===== src/rtl/fetch_queue.sv =====
// fetch_queue: prefetching instruction fetch front-end with redirect flush and in-order response buffering
module fetch_queue #(
  parameter int ADDR_W = 32,
  parameter int DATA_W = 32,
  parameter int DEPTH = 4,
  parameter logic [ADDR_W-1:0] RESET_PC = 'h80020000,
  parameter int PC_STEP = 4
) (
  input  logic              clk,
  input  logic              rst,
  input  logic              redirect_valid,
  input  logic [ADDR_W-1:0] redirect_pc,
  output logic              imem_req_valid,
  input  logic              imem_req_ready,
  output logic [ADDR_W-1:0] imem_req_addr,
  input  logic              imem_rsp_valid,
  input  logic [DATA_W-1:0] imem_rsp_data,
  output logic              insn_valid,
  input  logic              insn_ready,
  output logic [DATA_W-1:0] insn_out,
  output logic [ADDR_W-1:0] pc_out
);
  localparam int CW = $clog2(DEPTH + 1);
  localparam int PW = $clog2(DEPTH);
  logic [CW-1:0] count_q, count_d, inflight_q, inflight_d, drop_q, drop_d;
  logic [PW-1:0] rd_q, rd_d, wr_q, wr_d, ird_q, ird_d, iwr_q, iwr_d;
  logic [ADDR_W-1:0] fetch_pc_q, fetch_pc_d;
  logic [ADDR_W-1:0] pc_mem_q [DEPTH];
  logic [ADDR_W-1:0] pc_mem_d [DEPTH];
  logic [ADDR_W-1:0] ipc_q [DEPTH];
  logic [ADDR_W-1:0] ipc_d [DEPTH];
  logic [DATA_W-1:0] insn_mem_q [DEPTH];
  logic [DATA_W-1:0] insn_mem_d [DEPTH];
  logic [CW:0] live;
  logic req_fire, rsp_fire, push, pop;
  assign live = {1'b0, count_q} + {1'b0, inflight_q} - {1'b0, drop_q};
  assign imem_req_valid = rst && !redirect_valid && live < (CW+1)'(DEPTH) && inflight_q != CW'(DEPTH);
  assign imem_req_addr = fetch_pc_q;
  assign req_fire = imem_req_valid && imem_req_ready;
  assign rsp_fire = imem_rsp_valid && inflight_q != '0;
  assign push = rsp_fire && drop_q == '0 && !redirect_valid;
  assign insn_valid = count_q != '0;
  assign pop = insn_valid && insn_ready && !redirect_valid;
  assign insn_out = insn_valid ? insn_mem_q[rd_q] : '0;
  assign pc_out = insn_valid ? pc_mem_q[rd_q] : RESET_PC;
  always_comb begin
    fetch_pc_d = redirect_valid ? {redirect_pc[ADDR_W-1:2], 2'b00}
               : req_fire ? fetch_pc_q + ADDR_W'(PC_STEP) : fetch_pc_q;
    inflight_d = inflight_q + CW'(req_fire) - CW'(rsp_fire);
    drop_d = redirect_valid ? inflight_d : drop_q - CW'(rsp_fire && drop_q != '0);
    count_d = redirect_valid ? '0 : count_q + CW'(push) - CW'(pop);
    rd_d = rd_q + PW'(pop);
    wr_d = redirect_valid ? rd_q : wr_q + PW'(push);
    iwr_d = iwr_q + PW'(req_fire);
    ird_d = ird_q + PW'(rsp_fire);
    pc_mem_d = pc_mem_q;
    insn_mem_d = insn_mem_q;
    ipc_d = ipc_q;
    if (push) begin
      pc_mem_d[wr_q] = ipc_q[ird_q];
      insn_mem_d[wr_q] = imem_rsp_data;
    end
    if (req_fire) ipc_d[iwr_q] = fetch_pc_q;
  end
  always_ff @(posedge clk or negedge rst) begin
    if (!rst) begin
      fetch_pc_q <= RESET_PC;
      count_q <= '0;
      inflight_q <= '0;
      drop_q <= '0;
      rd_q <= '0;
      wr_q <= '0;
      ird_q <= '0;
      iwr_q <= '0;
      pc_mem_q <= '{default: '0};
      insn_mem_q <= '{default: '0};
      ipc_q <= '{default: '0};
    end else begin
      fetch_pc_q <= fetch_pc_d;
      count_q <= count_d;
      inflight_q <= inflight_d;
      drop_q <= drop_d;
      rd_q <= rd_d;
      wr_q <= wr_d;
      ird_q <= ird_d;
      iwr_q <= iwr_d;
      pc_mem_q <= pc_mem_d;
      insn_mem_q <= insn_mem_d;
      ipc_q <= ipc_d;
    end
  end
endmodule


===== config.mk =====
export PLATFORM = sky130hd
export DESIGN_NAME = fetch_queue
export DESIGN_NICKNAME = d
export VERILOG_FILES = /design/src/rtl/fetch_queue.sv
export SDC_FILE = /design/constraint.sdc
export NUM_CORES = 1
export LEC_CHECK = 0
export BUFFER_PORTS_ARGS = -buffer_cell sky130_fd_sc_hd__buf_2
export CAP_MARGIN = 20
export CORE_ASPECT_RATIO = 1.5
export CORE_MARGIN = 4
export CORE_UTILIZATION = 62
export DETAILED_ROUTE_END_ITERATION = 12
export PLACE_DENSITY = 0.82
export SETUP_SLACK_MARGIN = 0.5
export SYNTH_ARGS = -nofsm -noshare
export SYNTH_HDL_FRONTEND = slang
export SYNTH_SLANG_ARGS = --single-unit
export TNS_END_PERCENT = 5

===== constraint.sdc =====
create_clock -name clk -period 6.8 [get_ports clk]
set_input_delay 1.36 -clock clk [delete_from_list [all_inputs] [get_ports clk]]
set_output_delay 1.36 -clock clk [all_outputs]
set_load 0.01 [all_outputs]

======== Word level (Yosys, flattened, before mapping) ========
Index checks and enable logic that the tools add are counted.
word-level totals
  word-level logic and storage cells ...... 85
  input port bits ......................... 70
  output and inout port bits .............. 98
  register bits after elaboration ......... 433
cells by class
  order comparisons ....................... 7
  equality and inequality tests ........... 1
  add/sub/neg operators ................... 12
  bitwise operators ....................... 4
  multiplexer cells ....................... 23
  reduce and logical (&&, ||, !) cells .... 18
operators by type and width
  kind                                                         count
  bitwise mux 128 bit                                          3
  two-way mux 32 bit                                           12
  binary-select mux 32 bit (select 2 bit)                      3
  demux 32 bit (select 2 bit)                                  2
  adder 32 x 3 -> 32 bit (second input constant)               1
  >= comparator 3 bit (second input constant)                  4
  logical AND 1 bit                                            12
  inverter 2 -> 3 bit                                          4
  nonzero test 3 bit                                           3
  subtractor 3 x 1 -> 3 bit                                    3
  adder 2 x 1 -> 2 bit                                         4
  adder 3 x 1 -> 3 bit                                         2
  less-than comparator 3 x 1 -> 1 bit (second input constant)  2
  two-way mux 3 bit                                            2
  adder 3 x 3 -> 4 bit                                         1
  less-than comparator 4 x 3 -> 1 bit (second input constant)  1
  subtractor 4 x 3 -> 4 bit                                    1
  logical NOT 3 bit                                            1
  != test 3 bit (second input constant)                        1
  two-way mux 2 bit                                            1
  nonzero test 2 bit                                           1
  logical NOT 1 bit                                            1

======== Longest topological paths before layout ========
Gate-level depths: netlist of the first run.
  word-level depth ........................ 9
  mapped depth ............................ 17
  mapped depth without buffers ............ 15

======== Worst setup path after synthesis of the first run ========
OpenSTA, ideal clock, no wires.
  kind .................................... in2reg
  start point ............................. input port redirect_valid
  end point ............................... register drop_q[2]
  setup slack ............................. 2.778 ns
  setup time .............................. 0.135 ns
  buffers on the path ..................... 3
  required time ........................... 6.665 ns
  arrival time ............................ 3.887 ns
  stages on the path ...................... 13
  cell sequence ........................... clkbuf_1 or4b_1 a21o_1 buf_4 clkbuf_1 ha_1 inv_1 ha_1 fa_1 xor2_1 xnor2_1 nand2_1 o21ai_0
on the way
  longest elaborated chain between the ends .. 8
ends and longest elaborated chain
  what                             line  text
  start, declared                  11    input logic redirect_valid,
  logical NOT 1 bit                37    assign imem_req_valid = rst && !redirect_valid && live < (CW+1)'(DEPTH) && inflight_q != CW'(DEPTH);
  logical AND 1 bit (3 in series)  37
  logical AND 1 bit                39    assign req_fire = imem_req_valid && imem_req_ready;
  adder 3 x 1 -> 3 bit             49    inflight_d = inflight_q + CW'(req_fire) - CW'(rsp_fire);
  subtractor 3 x 1 -> 3 bit        49
  via inflight_d[2]                25    logic [CW-1:0] count_q, count_d, inflight_q, inflight_d, drop_q, drop_d;
  two-way mux 3 bit                50    drop_d = redirect_valid ? inflight_d : drop_q - CW'(rsp_fire && drop_q != '0);
  via drop_d[2]                    25
  end signal, assigned             82    drop_q <= drop_d;
  end, declared                    25
The timed path passes the listed nets, and every way through them passes these cells.
A chain may end at the register's enable or synchronous reset.

======== Worst setup path in the final report of the first run ========
  start point ............................. register inflight_q[1]
  end point ............................... output port imem_req_valid
on the way
  longest elaborated chain between the ends .. 5
  elaborated cells on any way between the ends .. 6
  classes of those cells .................. 2 x add/sub; 1 x order compare; 1 x eq/ne; 2 x reduce/logical
ends and longest elaborated chain
  what                                 line  text
  start, declared                      25
  start signal, assigned               81    inflight_q <= inflight_d;
  adder 3 x 3 -> 4 bit                 36    assign live = {1'b0, count_q} + {1'b0, inflight_q} - {1'b0, drop_q};
  subtractor 4 x 3 -> 4 bit            36
  less-than comparator 4 x 3 -> 1 bit  37
  logical AND 1 bit                    37
  logical AND 1 bit (*)                37
  end, declared                        13    output logic imem_req_valid,
Every way passes the cells marked *; elsewhere a longest branch is shown, timed or not.

==> results.ini, run 1 <==
[timing]
fmax_mhz = 214
setup-violations-final = 0
rsz0062_at_grt = no
slew_headroom = 0.201
drv_slew = 0
period_share = 0.689
hold_viol_final = 0
tns_ns = 0
finalCriticalPeriod_ns = 4.68
worst_slew_pin_slew_ns = 1.20
hold_slack_ns = 0.483
fin_worst_skew_ns = 0.0146

[clocking]
cts_inserted_buffers = 39
post-cts-setup-buffers = 0
clock_sinks = 415
cts_root_buffer = clkbuf_16
cts_resized = 0
cts_tree = built
cts.reportedPaths.clkPinSlew_ns = 0.06
htreeDepth = 2
clock_latency_ns = 0.53
holdBufCountCts = 0
clockBufferDepth = 3

[logic_synthesis]
yosysUniqueCellTypes = 60
syn_area_um2 = 19300
synthFlopType = dfrtp_1
synth.ff_latch_count = 415
synth_top_area_share = 0.536
yosysSeqAreaShare = 0.538
synth.most_common_cell = dfrtp_1
avgSynthCellArea_um2 = 14.9
synth_edf_count = 0
ys_warn_count = 0
synthTopCellsByArea = dfrtp_1 54%, mux2_2 19%, mux4_2 11%, mux2_1 2.7%, nor2b_1 2.1%
ys_top_cells_by_count = 413 x dfrtp_1, 322 x mux2_2, 92 x mux4_2, 64 x nor2b_1, 47 x mux2_1
postSynthCellCount = 1297
synthArstFlopShare = 1.00
synth_top_area_cell = dfrtp_1

[status]
outcome = finished clean

[floorplanning]
die-area_um2 = 34100
core_area_um2 = 30400
die_x_um = 152
ios = 168
initial_core_util = 0.634
die_y_um = 224
num_rows = 78

[worst_setup_path]
worstSetupEndpointType = primary output
worstSetupStartpointType = register
worstPathMaxFanout = 4
r2r_start = inflight_q[1]$_DFF_PN0_
cp-startpoint = inflight_q[1]$_DFF_PN0_
worstSetupPathType = reg2out
cp.arrival_ns = 3.32
critical_path_required_ns = 5.44

[layout]
finalCoreUtilization = 0.709
n_antenna_cell = 0
layout-drive-gt1-share = 0.466
synthToLayoutAreaGrowth_pct = 11.9
nets = 1509
design_area_um2 = 21600

[global_routing]
overflow = 0
antenna_found_initial = 0
first_global_vias = 12421
grt_usage = 0.238
grt_max_degree = 215
grt_pass1_wl_um = 65900

[hold_path]
hp-class = reg2reg
hp-start = ipc_q[16]$_DFFE_PN0P_

[drt]
drc_errors = 0
wl_per_cell_um = 21.7
antenna_left = 0
dr.pass1.iters = 4
vias_per_cell = 6.15
wl_um = 40100
vias = 11360
drt_iter0_drc = 613

[job]
max-cap-violations = 0

[place]
dpl-instance-area_um2 = 20300
hpwl_um = 24700
numPortBuffers = 161
routabilityCongestion = 0.782

[power]
total_power_mw = 8.50
power_density_nw_per_um2 = 394
ir_drop_uv = 290
p_leak_nw = 10.5

## layer usage
metal,track usage,share of wire,wire length (µm)
met4,0.0705,0.025,1020
met3,0.0303,0.036,1460
met2,0.422,0.52,21100
met1,0.312,0.41,16600
met5,0,0,0
## stage by stage
step | setup WS (ns) | cells
after floorplan | 2.78 | 1300
after global placement | 2.33 | 1780
after detailed placement | 2.26 | 1780
after CTS | 2.09 | 1846
after global routing | 1.99 | 1846
final | 2.12 | 1846
## path summary, 6_finish.rpt
path	to	slack, ns	cells after the start
min in group asynchronous	ipc_q[25]$_DFFE_PN0P_	0.82	1
worst max register to register	ipc_q[23]$_DFFE_PN0P_	2.73	10
worst min register to register	ipc_q[16]$_DFFE_PN0P_	0.48	1
worst max-delay path	imem_req_valid	2.12	8
worst min-delay path	ipc_q[16]$_DFFE_PN0P_	0.48	1
max in group asynchronous	insn_mem_q[44]$_DFFE_PN0P_	4.34	2
## power by group
part | switching [mW] | internal, mW
Sequential | 0.664 | 3.23
Clock | 0.892 | 1.26
Combinational | 1.07 | 1.39
## cells by family (layout without fill, tap and decap cells)
logic type	count (synthesis)	in the layout	synth area share
multiplexers	469	469	0.327
flip-flops	415	415	0.538
AND/OR/NAND/NOR	182	182	0.0566
buffers and inverters	126	272	0.0306
AO/OA/AOI/OAI	75	75	0.0290
adder cells (fa/ha/maj)	18	18	0.0132
XOR/XNOR	11	11	0.00499
other	1	4	0.000194
## final cells by class
class                      instances  area (µm²)
sequential                       415       10400
fill                            2008        8860
timing repair buffer             179         963
multi-input combinational        759        8360
inverter                          27         101
clock inverter                     7        62.6
tap                              400         500
clock buffer                      59        1200
## flip-flops by register name, summed over array words and instances, names as in the netlist
register and count:
insn_mem_q 128, ipc_q 120, pc_mem_q 120, imem_req_addr 30, count_q 3, drop_q 3, inflight_q 3, ird_q 2
iwr_q 2, rd_q 2, wr_q 2
## critical path, stage by stage (launching register included)
cell	delay (ns)
dfrtp_1	0.42
inv_1	0.12
fa_1	0.52
inv_1	0.04
ha_1	0.27
and3b_1	0.18
or4_1	0.53
a2111oi_0	0.47
buf_2	0.24
## placed cells by master, fill, tap and decap left out, types with 8 or more instances in the layout
master	n
buf_2	160
clkbuf_16	41
inv_1	26
nor2b_1	64
dfrtp_1	409
o31ai_1	8
nand2_1	27
a21oi_1	12
o21ai_0	13
buf_4	17
nand3_1	11
a221o_1	12
or3_1	11
mux2_1	47
ha_1	14
nor2_1	10
mux4_2	92
mux2_2	322
clkbuf_8	11
and3_1	9
mux2i_1	8
(Power assumes the default switching activity.)
==> run 2: changes to the inputs <==
Settings changed: CORE_UTILIZATION 62 to 54, PLACE_DENSITY 0.82 to 0.76.
Clock period 6.8 ns to 4.2 ns, I/O delays scaled along.
==> run 2 against run 1 <==
Sequential cell count unchanged. Sequential share of layout area is 0.66 points lower. Die area is 14% higher. Critical endpoint unchanged. Cell area grew 1.4%. Routed wire length rose by 0.86%. Global-route usage decreased by 2.4 points. Largest power group unchanged. Highest routed layer unchanged.
==> results.ini, run 2 (synthesized netlist as in run 1, its figures left out) <==
[worst_setup_path]
worstPathMaxFanout = 3  ; was 4
slowest_delay_ns = 0.53  ; about the same
cp_top_family = adder cells  ; unchanged
path_cells = inv_2 -> fa_1 -> inv_1 -> ha_1 -> and3b_1 -> or4_4 -> a2111oi_4 -> buf_2  ; was inv_1 -> fa_1 -> inv_1 -> ha_1 -> and3b_1 -> or4_1 -> a2111oi_0 -> buf_2
worstSetupPathType = reg2out  ; unchanged
worstSetupStartpointType = register  ; unchanged
cp.arrival_ns = 3.04  ; was 3.32 ns
cp_num_buf_inv = 3  ; unchanged
critical_path_required_ns = 3.36  ; was 5.44 ns
slowest_stage = fa_1  ; was or4_1
worstSetupEndpointType = primary output  ; unchanged

[layout]
largest_register_ff_count = 128  ; unchanged
fill_cells = 2685  ; was 2008
synthToLayoutAreaGrowth_pct = 13.4  ; was 11.9%
nets = 1523  ; was 1509
design_area_um2 = 21900  ; was 21600 µm²
layout-drive-gt1-share = 0.476  ; was 0.466
layout_common_cells = 409 x dfrtp_1, 322 x mux2_2, 160 x buf_2, 92 x mux4_2, 64 x nor2b_1  ; unchanged
n_antenna_cell = 0  ; unchanged
final_common_cell = dfrtp_1  ; unchanged
reg.largest.list = insn_mem_q (128), ipc_q (120), pc_mem_q (120)  ; unchanged
largest_register = insn_mem_q  ; unchanged

[clocking]
clockBufferDepth = 3  ; unchanged
cts_inserted_buffers = 40  ; was 39
cts_tree = built  ; unchanged
htreeDepth = 2  ; unchanged
clock_latency_ns = 0.53  ; about the same
clock_sinks = 415  ; unchanged
holdBufCountCts = 0  ; unchanged
cts.reportedPaths.clkPinSlew_ns = 0.06  ; about the same
cts_root_buffer = clkbuf_16  ; unchanged

[floorplanning]
ios = 168  ; unchanged
die-area_um2 = 38900  ; was 34100 µm²
initial_core_util = 0.548  ; was 0.634
die_y_um = 239  ; was 224 µm
die_x_um = 162  ; was 152 µm
num_rows = 84  ; was 78
core_area_um2 = 35200  ; was 30400 µm²

[timing]
fmax_mhz = 257
hold_slack_ns = 0.172  ; was 0.483 ns
slew_headroom = 0.326  ; was 0.201
tns_ns = 0  ; unchanged
finalCriticalPeriod_ns = 3.88
hold_viol_final = 0  ; unchanged
fin_worst_skew_ns = 0.00834  ; was 0.0146 ns
period_share = 0.925
rsz0062_at_grt = yes  ; was no
worst_slew_pin_slew_ns = 1.01  ; was 1.20 ns
setup-violations-final = 0  ; unchanged
drv_slew = 0  ; unchanged

[job]
max-cap-violations = 0  ; unchanged

[global_routing]
grt_max_degree = 193  ; was 215
antenna_found_initial = 0  ; unchanged
grt_usage = 0.215  ; was 0.238
grt_pass1_wl_um = 66300  ; was 65900 µm
overflow = 0  ; unchanged
first_global_vias = 12388  ; was 12421

[power]
power_density_nw_per_um2 = 633  ; was 394 nW/µm²
p_leak_nw = 10.6  ; was 10.5 nW
ir_drop_uv = 441  ; was 290 µV

[drt]
vias = 11299  ; was 11360
wl_um = 40500  ; was 40100 µm
antenna_left = 0  ; unchanged
vias_per_cell = 5.84  ; was 6.15
drt_iter0_drc = 569  ; was 613
drc_errors = 0  ; unchanged
dr.pass1.iters = 5  ; was 4
wl_per_cell_um = 20.9  ; was 21.7 µm

[place]
dpl-instance-area_um2 = 20500  ; was 20300 µm²
routabilityCongestion = 0.801  ; was 0.782
hpwl_um = 25800  ; was 24700 µm
numPortBuffers = 161  ; unchanged

[hold_path]
hp-class = in2async  ; was reg2reg

[status]
outcome = finished clean  ; unchanged

-- run 2: changes by cell type in the layout (fill, tap and decap cells not counted), moves of 2 or more --
| cell | change |
|---|---|
| buf_4 | +8 |
| inv_1 | -2 |
| buf_12 | +4 |
| clkinv_2 | +3 |
| inv_2 | +2 |
-- run 2: routing by layer --
layer / share of wire / vias up / track usage
li1: - / 5048 / -
met1: 0.40 / 5979 / 0.267
met2: 0.54 / 222 / 0.393
met3: 0.037 / 50 / 0.0322
met4: 0.021 / 0 / 0.0557
met5: 0 / - / 0
-- run 2: layout make-up --
cell class                 count  area [µm²]  share of cell area
clock inverter                11        86.3             0.00395
inverter                      27         101             0.00463
tap                          473         592              0.0270
sequential                   415       10400               0.475
clock buffer                  57        1190              0.0542
timing repair buffer         192        1130              0.0517
multi-input combinational    759        8390               0.383
-- run 2: worst register-to-register path, cell delays in order, from the launching register on --
cell	delay (ns)
dfrtp_1	0.37
inv_2	0.07
fa_1	0.53
inv_1	0.05
ha_1	0.27
and3b_1	0.17
or4_4	0.52
a21o_1	0.21
ha_1	0.29
inv_1	0.05
ha_2	0.17
fa_2	0.35
xor2_1	0.17
xnor2_1	0.18
nand2_1	0.07
o21ai_0	0.08
-- run 2: power breakdown --
part / internal (mW) / switching (mW)
Combinational: 2.32 / 1.78
Sequential: 5.23 / 1.04
Clock: 2.02 / 1.47
Total: 9.57 / 4.29
-- run 2: per-stage QoR --
step	std cells	util	worst slack (ns)	power [mW]
final	1934	0.622	0.316	13.9
after global routing	1934	0.622	0.173	14.7
after CTS	1933	0.621	0.284	14.0
after detailed placement	1863	0.584	0.592	10.5
after global placement	1863	0.584	0.578	10.2
after floorplan	1300	-	0.413	9.12
-- run 2: worst paths after layout --
check                                           from                      to  slack [ns]  cells past startpoint
min in group clk                ipc_q[7]$_DFFE_PN0P_    ipc_q[7]$_DFFE_PN0P_        0.48                      1
worst max register to register  count_q[1]$_DFF_PN0_     drop_q[2]$_DFF_PN0_        0.58                     15
max in group asynchronous                        rst  ipc_q[100]$_DFFE_PN0P_        2.06                      3
worst max-delay path            count_q[1]$_DFF_PN0_          imem_req_valid        0.32                      8
worst min register to register  ipc_q[7]$_DFFE_PN0P_    ipc_q[7]$_DFFE_PN0P_        0.48                      1
worst min-delay path                             rst   ipc_q[89]$_DFFE_PN0P_        0.17                      1
-- run 2: timing repair --
action / CTS / global route
setup endpoints to repair: 1 / 30
buffers inserted: 2 / 0
pin swaps: 0 / 0
resized for setup: 3 / 0
==> run 3: changes to the inputs <==
Settings changed: BUFFER_PORTS_ARGS -buffer_cell sky130_fd_sc_hd__buf_2 to not set, CORE_UTILIZATION 54 to 58, DONT_BUFFER_PORTS set to 1.
==> run 3 against run 2 <==
Setup slack better by 0.041 ns. Sequential power is 2% higher. Core utilization rose by 2.0 points. Count of clock-buffer cells in the layout increased by 3. Routed wire length fell by 4.9%. Die area fell by 6.6%. Critical endpoint unchanged. Highest routed layer unchanged.
==> results.ini, run 3 (synthesized netlist as in run 1, its figures left out) <==
[layout]
layout-drive-gt1-share = 0.408  ; was 0.476
largest_register_ff_count = 128  ; unchanged
fill_cells = 2380  ; was 2685
synthToLayoutAreaGrowth_pct = 8.83  ; was 13.4%
reg.largest.list = insn_mem_q (128), ipc_q (120), pc_mem_q (120)  ; unchanged
design_area_um2 = 21000  ; was 21900 µm²
multi_input_area_um2 = 8400  ; was 8390 µm²
nets = 1358  ; was 1523
layout_common_cells = 409 x dfrtp_1, 322 x mux2_2, 92 x mux4_2, 64 x nor2b_1, 47 x mux2_1  ; was 409 x dfrtp_1, 322 x mux2_2, 160 x buf_2, 92 x mux4_2, 64 x nor2b_1
finalCoreUtilization = 0.641  ; was 0.622
final_common_cell = dfrtp_1  ; unchanged
largest_register = insn_mem_q  ; unchanged
regArea_um2 = 10400  ; unchanged

[worst_setup_path]
critical_path_required_ns = 3.36  ; about the same
path_cells = inv_2 -> fa_1 -> inv_1 -> ha_1 -> and3b_1 -> or4_4 -> a2111oi_4 -> buf_4  ; was inv_2 -> fa_1 -> inv_1 -> ha_1 -> and3b_1 -> or4_4 -> a2111oi_4 -> buf_2
r2r_start = count_q[1]$_DFF_PN0_  ; unchanged
cp.arrival_ns = 3.00  ; was 3.04 ns
worstSetupEndpointType = primary output  ; unchanged
slowest_delay_ns = 0.53  ; about the same
worstPathMaxFanout = 3  ; unchanged
cp-startpoint = count_q[1]$_DFF_PN0_  ; unchanged
slowest_stage = fa_1  ; unchanged
worstSetupStartpointType = register  ; unchanged
worstSetupPathType = reg2out  ; unchanged

[power]
p_leak_nw = 9.82  ; was 10.6 nW
power_density_nw_per_um2 = 648  ; was 633 nW/µm²
ir_drop_uv = 452  ; was 441 µV

[floorplanning]
die_x_um = 157  ; was 162 µm
core_area_um2 = 32700  ; was 35200 µm²
initial_core_util = 0.589  ; was 0.548
num_rows = 81  ; was 84
die_y_um = 231  ; was 239 µm
die-area_um2 = 36300  ; was 38900 µm²
ios = 168  ; unchanged

[timing]
slew_headroom = 0.323  ; was 0.326
finalCriticalPeriod_ns = 3.84  ; was 3.88 ns
fin_worst_skew_ns = 0.0168  ; was 0.00834 ns
setup-violations-final = 0  ; unchanged
tns_ns = 0  ; unchanged
drv_slew = 0  ; unchanged
fmax_mhz = 260  ; was 257 MHz
hold_viol_final = 0  ; unchanged
period_share = 0.915  ; was 0.925
worst_slew_pin_slew_ns = 1.02  ; was 1.01 ns
rsz0062_at_grt = yes  ; unchanged

[global_routing]
antenna_found_initial = 2  ; was 0
grt_pass1_wl_um = 63600  ; was 66300 µm
grt_max_degree = 417  ; was 193
overflow = 0  ; unchanged
grt_usage = 0.220  ; was 0.215
first_global_vias = 11794  ; was 12388

[clocking]
htreeDepth = 2  ; unchanged
cts_root_buffer = clkbuf_16  ; unchanged
clockBufferDepth = 3  ; unchanged
clock_sinks = 415  ; unchanged
cts.reportedPaths.clkPinSlew_ns = 0.07  ; was 0.06 ns
cts_inserted_buffers = 40  ; unchanged
clock_latency_ns = 0.54  ; was 0.53 ns
cts_tree = built  ; unchanged

[place]
numPortBuffers = 0  ; was 161
routabilityCongestion = 0.786  ; was 0.801
hpwl_um = 24000  ; was 25800 µm
dpl-instance-area_um2 = 19600  ; was 20500 µm²

[drt]
drc_errors = 0  ; unchanged
drt_iter0_drc = 494  ; was 569
wl_um = 38500  ; was 40500 µm
antenna_left = 0  ; unchanged
vias = 10663  ; was 11299
vias_per_cell = 6.21  ; was 5.84
dr.pass1.iters = 5  ; unchanged
wl_per_cell_um = 22.4  ; was 20.9 µm

[hold_path]
hp-class = in2async  ; unchanged

[status]
outcome = finished clean  ; unchanged

[job]
max-cap-violations = 0  ; unchanged

## run 3: power breakdown
part	leakage, nW	total (mW)	internal (mW)	switching [mW]
Clock	0.649	3.54	2.06	1.49
Combinational	3.60	3.69	2.19	1.50
Sequential	5.57	6.37	5.22	1.14
## run 3: worst paths after layout
path,slack (ns),cells past startpoint,to
setup / recovery,0.36,8,imem_req_valid
hold / removal,0.04,0,ipc_q[57]$_DFFE_PN0P_
setup reg to reg,0.59,15,drop_q[2]$_DFF_PN0_
hold reg to reg,0.48,1,ipc_q[127]$_DFFE_PN0P_
max in group asynchronous,3.21,1,ipc_q[121]$_DFFE_PN0P_
min in group clk,0.37,1,count_q[0]$_DFF_PN0_
## run 3: routing by layer
| layer | up-vias | global-route usage | wire length, µm |
|---|---|---|---|
| met5 | - | 0 | 0 |
| met4 | 0 | 0.0564 | 782 |
| met3 | 51 | 0.0389 | 1940 |
| met2 | 200 | 0.381 | 19900 |
| met1 | 5686 | 0.289 | 15800 |
| li1 | 4726 | - | - |
## run 3: area by class of cell
cell class / count / area share
clock inverter: 13 / 0.00489
clock buffer: 60 / 0.0575
inverter: 27 / 0.00483
timing repair buffer: 27 / 0.0129
antenna: 1 / 0.000119
multi-input combinational: 759 / 0.400
sequential: 415 / 0.495
tap: 415 / 0.0247
## run 3: worst max-delay path, delay by kind of cell (launching register included)
family | cells | cell delay, ns
simple gates | 2 | 0.69
compound gates | 1 | 0.32
fa+ha+maj | 2 | 0.80
flops | 1 | 0.37
buf+inv | 3 | 0.29
## run 3: timing repair
action                                  in CTS  in global routing
buffers inserted                             2                  0
resized for setup                            3                  0
endpoints found under the setup margin       1                 14
hold endpoints to repair                   183                  8
## run 3: through the flow
stage	std cells	hold WS, ns	setup slack (ns)	power (mW)
5_1_grt	1717	0.00278	0.210	14.4
2_1_floorplan	1300	0.452	0.413	9.12
6_report	1717	0.0353	0.357	13.6
3_5_place_dp	1639	0.474	0.521	10.2
3_3_place_gp	1639	0.462	0.614	9.93
4_1_cts	1714	-0.0173	0.323	13.8
